[config.mk]
export PLATFORM = sky130hd
export DESIGN_NAME = uart_tx_fifo_flat
export DESIGN_NICKNAME = d
export VERILOG_FILES = /design/src/rtl/uart_tx_fifo_if.sv /design/src/rtl/uart_tx_fifo.sv /design/src/flat_wrapper.sv
export SDC_FILE = /design/constraint.sdc
export NUM_CORES = 1
export LEC_CHECK = 0
export ABC_AREA = 1
export CAP_MARGIN = 0
export CORE_MARGIN = 5
export CORE_UTILIZATION = 69
export CTS_BUF_LIST = sky130_fd_sc_hd__clkbuf_8
export DETAILED_ROUTE_END_ITERATION = 8
export PLACE_DENSITY = 0.87
export SYNTH_ARGS = -nofsm -noshare
export SYNTH_HDL_FRONTEND = slang
export SYNTH_SLANG_ARGS = --single-unit
[constraint.sdc]
create_clock -name sys_clk -period 4.64 [get_ports sys_clk]
set_input_delay 0.928 -clock sys_clk [delete_from_list [all_inputs] [get_ports sys_clk]]
set_output_delay 0.928 -clock sys_clk [all_outputs]
set_load 0.01 [all_outputs]
[src/rtl/uart_tx_fifo_if.sv]
// rtl/uart_tx_fifo_if.sv - byte-strobe input and serial/status output bundle for uart_tx_fifo
interface uart_tx_fifo_if;
  logic [7:0] pi_data;
  logic       pi_flag;
  logic       tx;
  logic       busy;
  logic       fifo_full;
  logic       overflow;
  logic       tx_done;

  modport master (
    output pi_data,
    output pi_flag,
    input  tx,
    input  busy,
    input  fifo_full,
    input  overflow,
    input  tx_done
  );

  modport slave (
    input  pi_data,
    input  pi_flag,
    output tx,
    output busy,
    output fifo_full,
    output overflow,
    output tx_done
  );
endinterface

[src/rtl/uart_tx_fifo.sv]
// rtl/uart_tx_fifo.sv - FIFO-buffered 8N1 UART transmitter with back-to-back frames
module uart_tx_fifo #(
  parameter int UART_BPS   = 10_000_000,
  parameter int CLK_FREQ   = 50_000_000,
  parameter int FIFO_DEPTH = 16
) (
  input  logic          sys_clk,
  input  logic          sys_rst,
  uart_tx_fifo_if.slave bus
);

  localparam int BAUD_MAX = CLK_FREQ / UART_BPS;
  localparam int PTR_W    = (FIFO_DEPTH > 1) ? $clog2(FIFO_DEPTH) : 1;
  localparam int CNT_W    = $clog2(FIFO_DEPTH + 1);
  localparam int BAUD_W   = (BAUD_MAX > 1) ? $clog2(BAUD_MAX) : 1;

  localparam logic [CNT_W-1:0]  DEPTH_C   = CNT_W'(FIFO_DEPTH);
  localparam logic [BAUD_W-1:0] BAUD_LAST = BAUD_W'(BAUD_MAX - 1);

  generate
    if (BAUD_MAX < 2) begin : g_baud_check
      $error("uart_tx_fifo: CLK_FREQ/UART_BPS must be at least 2");
    end
    if ((FIFO_DEPTH < 2) || ((FIFO_DEPTH & (FIFO_DEPTH - 1)) != 0)) begin : g_depth_check
      $error("uart_tx_fifo: FIFO_DEPTH must be a power of two and at least 2");
    end
  endgenerate

  typedef enum logic [1:0] {
    S_IDLE,
    S_START,
    S_DATA,
    S_STOP
  } state_t;

  state_t            state, state_n;
  logic [BAUD_W-1:0] baud_cnt, baud_n;
  logic [2:0]        bit_cnt, bit_n;
  logic [7:0]        shift, shift_n;
  logic              tx_r, tx_n;
  logic              done_r, done_n;
  logic              pop;
  logic              baud_last;

  logic [7:0]        mem [FIFO_DEPTH];
  logic [PTR_W-1:0]  wr_ptr, rd_ptr;
  logic [CNT_W-1:0]  count, count_n;
  logic              wr_en;
  logic              busy_r, full_r, ovf_r;

  // A byte is only accepted against the registered occupancy, so a pop in the
  // same cycle never frees room for a strobe that arrives while full.
  assign wr_en = bus.pi_flag && (count != DEPTH_C);

  // Next-state, counters, shifter and line value for the frame sequencer
  always_comb begin
    state_n   = state;
    baud_n    = baud_cnt;
    bit_n     = bit_cnt;
    shift_n   = shift;
    pop       = 1'b0;
    baud_last = (baud_cnt == BAUD_LAST);
    unique case (state)
      S_IDLE: begin
        if (count != '0) begin
          pop     = 1'b1;
          shift_n = mem[rd_ptr];
          baud_n  = '0;
          bit_n   = '0;
          state_n = S_START;
        end
      end
      S_START: begin
        if (baud_last) begin
          baud_n  = '0;
          state_n = S_DATA;
        end else begin
          baud_n = baud_cnt + BAUD_W'(1);
        end
      end
      S_DATA: begin
        if (baud_last) begin
          baud_n = '0;
          if (bit_cnt == 3'd7) begin
            state_n = S_STOP;
          end else begin
            bit_n   = bit_cnt + 3'd1;
            shift_n = {1'b0, shift[7:1]};
          end
        end else begin
          baud_n = baud_cnt + BAUD_W'(1);
        end
      end
      S_STOP: begin
        if (baud_last) begin
          baud_n = '0;
          if (count != '0) begin
            // Chain straight into the next start bit so queued bytes leave gap-free
            pop     = 1'b1;
            shift_n = mem[rd_ptr];
            bit_n   = '0;
            state_n = S_START;
          end else begin
            state_n = S_IDLE;
          end
        end else begin
          baud_n = baud_cnt + BAUD_W'(1);
        end
      end
      default: state_n = S_IDLE;
    endcase

    // The line register follows the state being entered, keeping tx glitch-free
    unique case (state_n)
      S_START: tx_n = 1'b0;
      S_DATA:  tx_n = shift_n[0];
      default: tx_n = 1'b1;
    endcase
    done_n = (state_n == S_STOP) && (baud_n == BAUD_LAST);
  end

  // Occupancy after this cycle's accepted write and/or pop
  always_comb begin
    count_n = count;
    unique case ({wr_en, pop})
      2'b10:   count_n = count + CNT_W'(1);
      2'b01:   count_n = count - CNT_W'(1);
      default: count_n = count;
    endcase
  end

  // Sequencer state register and registered line outputs
  always_ff @(posedge sys_clk) begin
    if (sys_rst) begin
      state    <= S_IDLE;
      baud_cnt <= '0;
      bit_cnt  <= '0;
      shift    <= '0;
      tx_r     <= 1'b1;
      done_r   <= 1'b0;
    end else begin
      state    <= state_n;
      baud_cnt <= baud_n;
      bit_cnt  <= bit_n;
      shift    <= shift_n;
      tx_r     <= tx_n;
      done_r   <= done_n;
    end
  end

  // FIFO pointers, occupancy and registered status flags
  always_ff @(posedge sys_clk) begin
    if (sys_rst) begin
      wr_ptr <= '0;
      rd_ptr <= '0;
      count  <= '0;
      busy_r <= 1'b0;
      full_r <= 1'b0;
      ovf_r  <= 1'b0;
    end else begin
      if (wr_en) begin
        wr_ptr <= wr_ptr + PTR_W'(1);
      end
      if (pop) begin
        rd_ptr <= rd_ptr + PTR_W'(1);
      end
      count  <= count_n;
      busy_r <= (state_n != S_IDLE) || (count_n != '0);
      full_r <= (count_n == DEPTH_C);
      if (bus.pi_flag && !wr_en) begin
        ovf_r <= 1'b1;
      end
    end
  end

  // Byte storage; contents need no reset because count gates every read
  always_ff @(posedge sys_clk) begin
    if (wr_en) begin
      mem[wr_ptr] <= bus.pi_data;
    end
  end

  assign bus.tx        = tx_r;
  assign bus.busy      = busy_r;
  assign bus.fifo_full = full_r;
  assign bus.overflow  = ovf_r;
  assign bus.tx_done   = done_r;

endmodule

[src/flat_wrapper.sv]
// flat-port wrapper written by rule: the top's interface ports become plain ports
module uart_tx_fifo_flat 
#(
  parameter int UART_BPS   = 10_000_000,
  parameter int CLK_FREQ   = 50_000_000,
  parameter int FIFO_DEPTH = 16
)
  (sys_clk, sys_rst, bus_pi_data, bus_pi_flag, bus_tx, bus_busy, bus_fifo_full, bus_overflow, bus_tx_done);
  uart_tx_fifo_if bus_i ();
  input  logic sys_clk;
  input  logic sys_rst;
  input wire logic [$bits(bus_i.pi_data)-1:0] bus_pi_data;
  input wire logic [$bits(bus_i.pi_flag)-1:0] bus_pi_flag;
  output wire logic [$bits(bus_i.tx)-1:0] bus_tx;
  output wire logic [$bits(bus_i.busy)-1:0] bus_busy;
  output wire logic [$bits(bus_i.fifo_full)-1:0] bus_fifo_full;
  output wire logic [$bits(bus_i.overflow)-1:0] bus_overflow;
  output wire logic [$bits(bus_i.tx_done)-1:0] bus_tx_done;
  assign bus_i.pi_data = bus_pi_data;
  assign bus_i.pi_flag = bus_pi_flag;
  assign bus_tx = bus_i.tx;
  assign bus_busy = bus_i.busy;
  assign bus_fifo_full = bus_i.fifo_full;
  assign bus_overflow = bus_i.overflow;
  assign bus_tx_done = bus_i.tx_done;
  uart_tx_fifo #(.UART_BPS(UART_BPS), .CLK_FREQ(CLK_FREQ), .FIFO_DEPTH(FIFO_DEPTH)) u_core (.sys_clk(sys_clk), .sys_rst(sys_rst), .bus(bus_i));
endmodule
# Yosys cells after proc, flatten, opt, wreduce, memory -nomap -nowiden
# Memories as Yosys holds them, arrays and structs flattened. A register that Yosys moved wholly into a read port is not among the register bits.
# Cells that the tools add are included.
# totals
ram_bits	128
input_bits	11
reg_bits	34
n_memories	1
# classes
addsub	6
reduce_logical	12
eq_ne	16
n_mux	29
# memory_table
memory	words	width	rd	rd_ports_with_merged_regs	wr	line_no	rtl
u_core.mem	16	8	1	1	1	uart_tx_fifo.sv:45	logic [7:0] mem [FIFO_DEPTH];
# ops
cell	n
$mux W8	4
$pmux W8 S3	1
$mux W3	6
$eq A2 B2 Y1 const B	5
$mux W2	5
$pmux W5 S2	1
$reduce_bool A5 Y1	2
$eq A3 B3 Y1 const B	3
$pmux W3 S3	1
$add A4 B1 Y4 const B	2
$mux W4	2
$pmux W2 S4	1
$add A3 B1 Y3 const B	2
$eq A2 B1 Y1 const B	3
$pmux W3 S2	1
$add A5 B1 Y5 const B	1
$eq A5 B5 Y1 const B	1
$mux W1	5
$ne A5 B5 Y1 const B	1
$sub A5 B1 Y5 const B	1
$ne A2 B1 Y1 const B	2
$pmux W1 S2	2
$reduce_and A4 Y1	1
$logic_and A1 B1 Y1	3
7 further kinds	7

# Logic depth before layout (Yosys ltp)
# Gate-level depths: netlist (run 1).
# depth
ltp_word	8
depth_mapped	20

# Worst setup path after synthesis (run 1)
# OpenSTA, ideal clock, no wires.
# synth_path
path_kind	input to register
start	input port bus_pi_flag
end	register u_core.busy_r (netlist: u_core.bus.busy)
cell_stages	9
setup_ns	0.119
path_slack_ns	2.463
required_time_ns	4.521
arrival_ns	2.058
cell_sequence	nand2_4 > ha_1 > clkbuf_1 > xor2_1 > nand2_1 > nor2_2 > nand3_2 > nand2_1 > nand3_2
# synth_between
elab_chain_len	5
# synth_rtl
item	line_no	rtl
from (decl)	flat_wrapper.sv:13	input wire logic [$bits(bus_i.pi_flag)-1:0] bus_pi_flag;
$logic_and A1 B1 Y1 *	uart_tx_fifo.sv:53	assign wr_en = bus.pi_flag && (count != DEPTH_C);
$eq A2 B1 Y1 or $eq A2 B2 Y1 (tied branches)	uart_tx_fifo.sv:125	unique case ({wr_en, pop})
$pmux W5 S2 *	uart_tx_fifo.sv:125	
$reduce_bool A5 Y1 *	uart_tx_fifo.sv:168	busy_r <= (state_n != S_IDLE) || (count_n != '0);
$logic_or A1 B1 Y1 *	uart_tx_fifo.sv:168	
to (signal assigned)	uart_tx_fifo.sv:168	
to (decl)	uart_tx_fifo.sv:49	logic busy_r, full_r, ovf_r;
# Every way passes the cells marked *; elsewhere a longest branch is shown, timed or not.
# A chain may end at the register's enable or synchronous reset.

==> results of run 1 <==
==> cells in the mapped netlist (all sizes together) <==
master and count:
nand3 31, xor2 3, a31oi 1, nand4 2, ha 16, inv 49
edfxtp 128, nor2 115, nand3b 2, o2111ai 2, dfxtp 38, a32oi 1
nor3 2, o21ai 78, o211ai 14, nor4b 2, o21a 1, a21oi 28
o22ai 10, a22oi 3, buf 12, nand2 76, o221ai 17, clkbuf 15
==> kinds of logic (layout without fill, tap and decap cells) <==
group	after synthesis	after routing	share of synthesized area
and+or+nand+nor	230	230	0.148
DFF	166	166	0.649
AOI/OAI and AO/OA	155	155	0.129
buffers and inverters	76	97	0.0422
adders and majority gates	16	16	0.0282
xor gates and xnor gates	3	3	0.00371
==> per-layer routing <==
layer | wire length [microns] | vias up | part of all wire | global-route usage
li1 | - | 2306 | - | -
met1 | 6180 | 2479 | 0.38 | 0.352
met2 | 8070 | 315 | 0.50 | 0.442
met3 | 1560 | 41 | 0.096 | 0.0625
met4 | 420 | 0 | 0.026 | 0.101
met5 | 0 | - | 0 | 0
==> final cells by class <==
cell class,count,area [sq um]
sequential,166,4610
fill,627,2410
multi-input combinational,404,2190
clock buffer,17,234
clock inverter,14,221
inverter,49,184
tap,136,170
timing repair buffer,17,165
==> worst paths after layout <==
kind	endpoint	slack, ns	cells past startpoint	start
max	u_core.wr_ptr[1]$_SDFFE_PP0P_	2.07	4	sys_rst
min	u_core.bus.overflow$_SDFFE_PP0P_	0.45	2	u_core.bus.overflow$_SDFFE_PP0P_
max reg2reg	u_core.bus.tx$_SDFF_PP1_	2.13	12	register
min reg2reg	u_core.bus.overflow$_SDFFE_PP0P_	0.45	2	u_core.bus.overflow$_SDFFE_PP0P_
==> critical path, delay by kind of cell <==
family | cells | cell delay [ns]
buffers and inverters | 2 | 1.46
AO/OA/AOI/OAI | 2 | 0.55
==> layout by cell type, fill, tap and decap left out, types with 3 or more instances in the layout <==
| cell type | n |
|---|---|
| clkdlybuf4s50_1 | 15 |
| nand2_4 | 4 |
| clkbuf_8 | 17 |
| edfxtp_1 | 128 |
| inv_1 | 45 |
| nand3_1 | 24 |
| nand3_2 | 6 |
| o221ai_1 | 17 |
| xor2_1 | 3 |
| nand2_2 | 5 |
| nand2_1 | 67 |
| o211ai_1 | 14 |
| o21ai_0 | 70 |
| dfxtp_1 | 37 |
| nor2_1 | 110 |
| inv_6 | 3 |
| inv_2 | 4 |
| ha_1 | 16 |
| o22ai_1 | 10 |
| o21ai_1 | 7 |
| a22oi_1 | 3 |
| bufinv_16 | 5 |
| a21oi_1 | 28 |
| nor2_2 | 3 |
==> metrics by stage <==
step,hold WS [ns],total power (uW)
after floorplan,0.429,2610
after global placement,0.439,2870
after detailed placement,0.441,2920
after CTS,0.454,4090
after global routing,0.487,4320
final,0.453,4120
==> report_power, final <==
part	total (uW)	internal, uW	switching [uW]
registers	1780	1700	73.9
logic	1160	360	803
clock network	1180	645	533
total	4120	2710	1410
==> state kept, by name, summed over array words and instances, names as in the netlist, named ones only <==
signal and cells:
u_core.wr_ptr 4, u_core.bus.tx 1, u_core.shift 8, u_core.bus.fifo_full 1
u_core.baud_cnt 3, u_core.bus.busy 1, u_core.bit_cnt 3, u_core.state 2
u_core.rd_ptr 4, u_core.bus.overflow 1, u_core.count 5, u_core.mem 128
u_core.bus.tx_done 1
==> out/results.ini, run 1 <==
[run_status]
status = finished, final reports clean

[sta]
fmax_mhz = 389
slew_violations = 0
fin_crit_sh = 0.554
setup_slack_ns = 2.07
finClkSkew_ns = 0.0118
worst_slew_pin_slew_ns = 1.00
fin_crit_ns = 2.57
fin_tns_setup_ns = 0
maxSlewHeadroom = 0.331
rsz0062_at_grt = no
setup_viol = 0
hold_viol_final = 0

[worst_setup_path]
cp-end-kind = register
critPathLaunchType = primary input
worstPathRequired_ns = 5.01
crit_type = primary input to register
slowest_delay_ns = 0.78
critPathMaxFanout = 18
crit_chain = clkdlybuf4s50_1 -> inv_1 -> o21ai_0 -> a21oi_1
cpMaxStageDelayCell = clkdlybuf4s50_1
cp_data_arrival_time_ns = 2.94

[power_and_ir_drop]
power_leakage_uw = 0.00279
max-vdd-ir-drop_v = 0.000419
p_per_area_nw_per_um2 = 530

[placed_design]
place_area_sq_um = 7310
dpl.hpwl_microns = 10300
place_congestion = 0.918
pre_cts_ws_ns = 1.72
placed_cells = 772
io_buffers = 15

[route]
drtIter0Drc = 698
routedWlPerCell_microns = 20.2
drc = 0
dr.pass1.iters = 6
dr_total_vias = 5141
vias_per_cell = 6.40
drt_wl_total_microns = 16200
ant_nets = 0

[synth]
syn-cell-area_sq_um = 7090
yosys-top-cells-area = edfxtp_1, dfxtp_1, nor2_1, o21ai_0, nand2_1
avgSynthCellArea_sq_um = 11.0
ys_seq_elements = 166
yosysTopAreaCellShare = 0.542
yosys_warnings = 0
synth-seq-area-share = 0.649
syn_nets = 673
yosysTopAreaCell = edfxtp_1
synth_cell_types = 36
netlist_instances = 646

[cts]
clock_sinks = 166
root_buffer = clkbuf_8
htree_levels = 4
clkLatencyLatePin_ns = 0.45
cts_setup_buffers = 0
numCtsBuffers = 17
cts_resized = 0
hold_buffers = 0
cts_tree = yes
cts_max_path_buffers = 2
path_clk_slew_ns = 0.09

[final_layout]
antenna_cells = 0
finalInstanceArea_sq_um = 7770
fin_util = 0.763
drive_above_1_share = 0.0900
area_delta_synth_final_pct = 9.54
instances_no_fill = 803
fin_nets = 682

[floorplanning]
start_util = 0.696
rows = 37
die_x_microns = 111
dieArea_sq_um = 12400
io_pins = 16
core_sq_um = 10200
die_h_microns = 111

[global_route]
grt.overflow.total = 0
first_global_vias = 4922
gr-usage-all-layers = 0.268
antenna_found_initial = 0
grt_start_max_net_pins = 65
grt_pass1_wl_microns = 25500

[hold_path]
hp-class = register to register

[run]
drv_cap = 0

No activity file was read; power rests on OpenSTA's default activity.
==> run 2, diff against run 1 <==
- CORE_UTILIZATION: 69 -> 58
- PLACE_DENSITY: 0.87 -> 0.78
- clock period: 4.64 -> 2.2 ns (I/O delays scaled with it)
==> run 2 against run 1 <==
Count of clock-buffer cells in the layout increased by 1; global-route usage down 3.5 points; clock skew hardly changed; via count fell by 0.84%; sequential share of layout area is 2.6 points lower; combinational power rose by 140%; register-to-register slack worse by 2.1 ns; clock power is 88% higher; non-clock buffer count grew 37; utilization is 8.5 points lower; highest routed layer unchanged; worst setup slack got worse by 2.0 ns; largest cell class unchanged.
==> out/results.ini, run 2 (synthesis results as in run 1) <==
[cts]
hold_buffers = 0  ; unchanged
cts_max_path_buffers = 2  ; unchanged
clock_sinks = 166  ; unchanged
path_clk_slew_ns = 0.08  ; about the same
root_buffer = clkbuf_8
clkLatencyLatePin_ns = 0.45  ; about the same
htree_levels = 4  ; unchanged
numCtsBuffers = 17  ; unchanged
cts_tree = yes

[floorplanning]
die_h_microns = 121  ; +8.3%
io_pins = 16  ; unchanged
die_x_microns = 121  ; +8.3%
rows = 40  ; +8.1%
core_sq_um = 12000  ; +18%
dieArea_sq_um = 14500  ; +17%
start_util = 0.591  ; -0.106

[worst_setup_path]
crit_type = register to register
cp_data_arrival_time_ns = 2.51  ; -0.43 ns
worstPathRequired_ns = 2.54  ; -2.47 ns
critPathLaunchType = register
critPathMaxFanout = 4  ; -14
cp-end-kind = register

[power_and_ir_drop]
p_clk_frac = 0.254  ; -0.032
p_switching_uw = 2980  ; +110%
seqPwrFrac = 0.429  ; -0.003
power_uw = 8730  ; +110%
power_frac_comb = 0.317  ; +0.035
max-vdd-ir-drop_v = 0.000945  ; +130%
internal-power_uw = 5760  ; +110%
switching_share = 0.341  ; -0.00168
power_leakage_uw = 0.00299  ; +7.0%
p_per_area_nw_per_um2 = 1070  ; +100%

[route]
drtIter0Drc = 522  ; -25%
highest_layer = met4
routedLengthMet1_microns = 6380  ; +3.3%
drc = 0  ; unchanged
ant_nets = 0  ; unchanged
dr.pass1.iters = 5  ; -1
routedWlPerCell_microns = 19.0  ; -5.7%
vias_per_cell = 5.98  ; -6.5%
dr_total_vias = 5098  ; -0.84%
wl_met2_microns = 8300  ; +2.8%
wl_met3_microns = 1110  ; -29%
drt_wl_total_microns = 16200  ; about the same

[global_route]
first_global_vias = 5056  ; +2.7%
grt_pass1_wl_microns = 25900  ; +1.7%
grt.overflow.total = 0  ; unchanged
antenna_found_initial = 0  ; unchanged
grt_start_max_net_pins = 65  ; unchanged
gr-usage-all-layers = 0.233  ; -0.0355

[final_layout]
largest_reg_flops = 128  ; unchanged
drive_above_1_share = 0.165  ; +0.0746
fin_nets = 719  ; +5.4%
final_cell_mix = edfxtp_1, nor2_1, o21ai_0
largestRegisters = u_core.mem x128, u_core.shift x8, u_core.count x5
final_common_cell = edfxtp_1
fill_cells = 863  ; +38%
top_register = u_core.mem
antenna_cells = 0  ; unchanged
area_delta_synth_final_pct = 14.8
finalInstanceArea_sq_um = 8140  ; +4.8%

[placed_design]
pre_cts_ws_ns = -0.129  ; -1.85 ns
dpl.hpwl_microns = 9940  ; -3.6%
io_buffers = 15  ; unchanged
place_congestion = 0.940  ; +2.3%
place_area_sq_um = 7590  ; +3.8%

[sta]
fin_crit_sh = 0.988
slew_violations = 0  ; unchanged
setup_viol = 0  ; unchanged
finClkSkew_ns = 0.0120  ; +0.000218 ns
maxSlewHeadroom = 0.592  ; +0.261
setup_slack_ns = 0.0253  ; -2.04 ns
fmax_mhz = 460
worst_slew_pin_slew_ns = 0.611  ; -0.390 ns
hold_viol_final = 0  ; unchanged
fin_crit_ns = 2.17
rsz0062_at_grt = yes

[hold_path]
hp-class = register to register

[run_status]
status = finished, final reports clean

[run]
drv_cap = 0  ; unchanged

run 2: cell types whose count changed in the layout (fill, tap and decap cells not counted), sizes merged:
cell / delta
clkinvlp: +1
buf: +37
bufinv: -2
clkbuf: +1
inv: +1
run 2: per-layer routing:
metal,vias to the layer above,global-route usage
li1,2383,-
met1,2465,0.298
met2,211,0.394
met3,39,0.0421
met4,0,0.0963
met5,-,0
run 2: what timing repair did:
item / CTS / global route
gates resized for setup: 10 / 20
endpoints found under the setup margin: 3 / 4
pin swaps: 4 / 8
buffers inserted: 3 / 2
run 2: area by class of cell:
class	instances	area [sq um]	share of cell area
sequential	166	4620	0.567
tap	147	184	0.0226
timing repair buffer	54	468	0.0575
clock inverter	14	161	0.0198
multi-input combinational	404	2280	0.280
inverter	49	186	0.0229
clock buffer	18	248	0.0304
run 2: final timing paths:
| path | cells after the start | slack [ns] | from | endpoint |
|---|---|---|---|---|
| hold / removal | 2 | 0.46 | u_core.bus.overflow$_SDFFE_PP0P_ | u_core.bus.overflow$_SDFFE_PP0P_ |
| setup / recovery | 17 | 0.03 | u_core.state[1]$_SDFF_PP0_ | u_core.bus.busy$_SDFF_PP0_ |
| setup reg to reg | 17 | 0.03 | u_core.state[1]$_SDFF_PP0_ | u_core.bus.busy$_SDFF_PP0_ |
| hold reg to reg | 2 | 0.46 | u_core.bus.overflow$_SDFFE_PP0P_ | u_core.bus.overflow$_SDFFE_PP0P_ |
run 2: power by group through the flow:
stage               clock, uW  combinational [uW]  sequential, uW
CTS                      2250                2620            3720
global placement            0                2410            3770
global route             2400                3070            3770
finish                   2220                2770            3750
detailed placement          0                2540            3790
floorplan                   0                1740            3760
run 2: critical path: stages, from the launching register on:
cell and delay, ns:
dfxtp_4 0.38, ha_4 0.15, nand3_2 0.10, nand2_2 0.11, nand2_4 0.07, nor2_8 0.13, nand2_4 0.07, nand2_2 0.08
nand2_2 0.08, ha_4 0.17, a21oi_4 0.14, nand3_2 0.09, nand3_2 0.09, nand2_2 0.05, nor2_2 0.13, nand3_2 0.10
nand2_2 0.07, nand3_2 0.06
run 2: through the flow:
step | setup TNS [ns] | instances | util | hold WS [ns]
2_1_floorplan | 0 | 646 | - | 0.429
3_3_place_gp | -0.0424 | 815 | 0.632 | 0.441
3_5_place_dp | -0.199 | 815 | 0.632 | 0.444
4_1_cts | 0 | 850 | 0.670 | 0.456
5_1_grt | -0.178 | 852 | 0.678 | 0.488
6_report | 0 | 852 | 0.678 | 0.456
==> run 3, diff against run 2 <==
- TNS_END_PERCENT: default -> 1
==> results of run 3 <==
The final DEF is identical to that of run 2; final timing and power are the same.
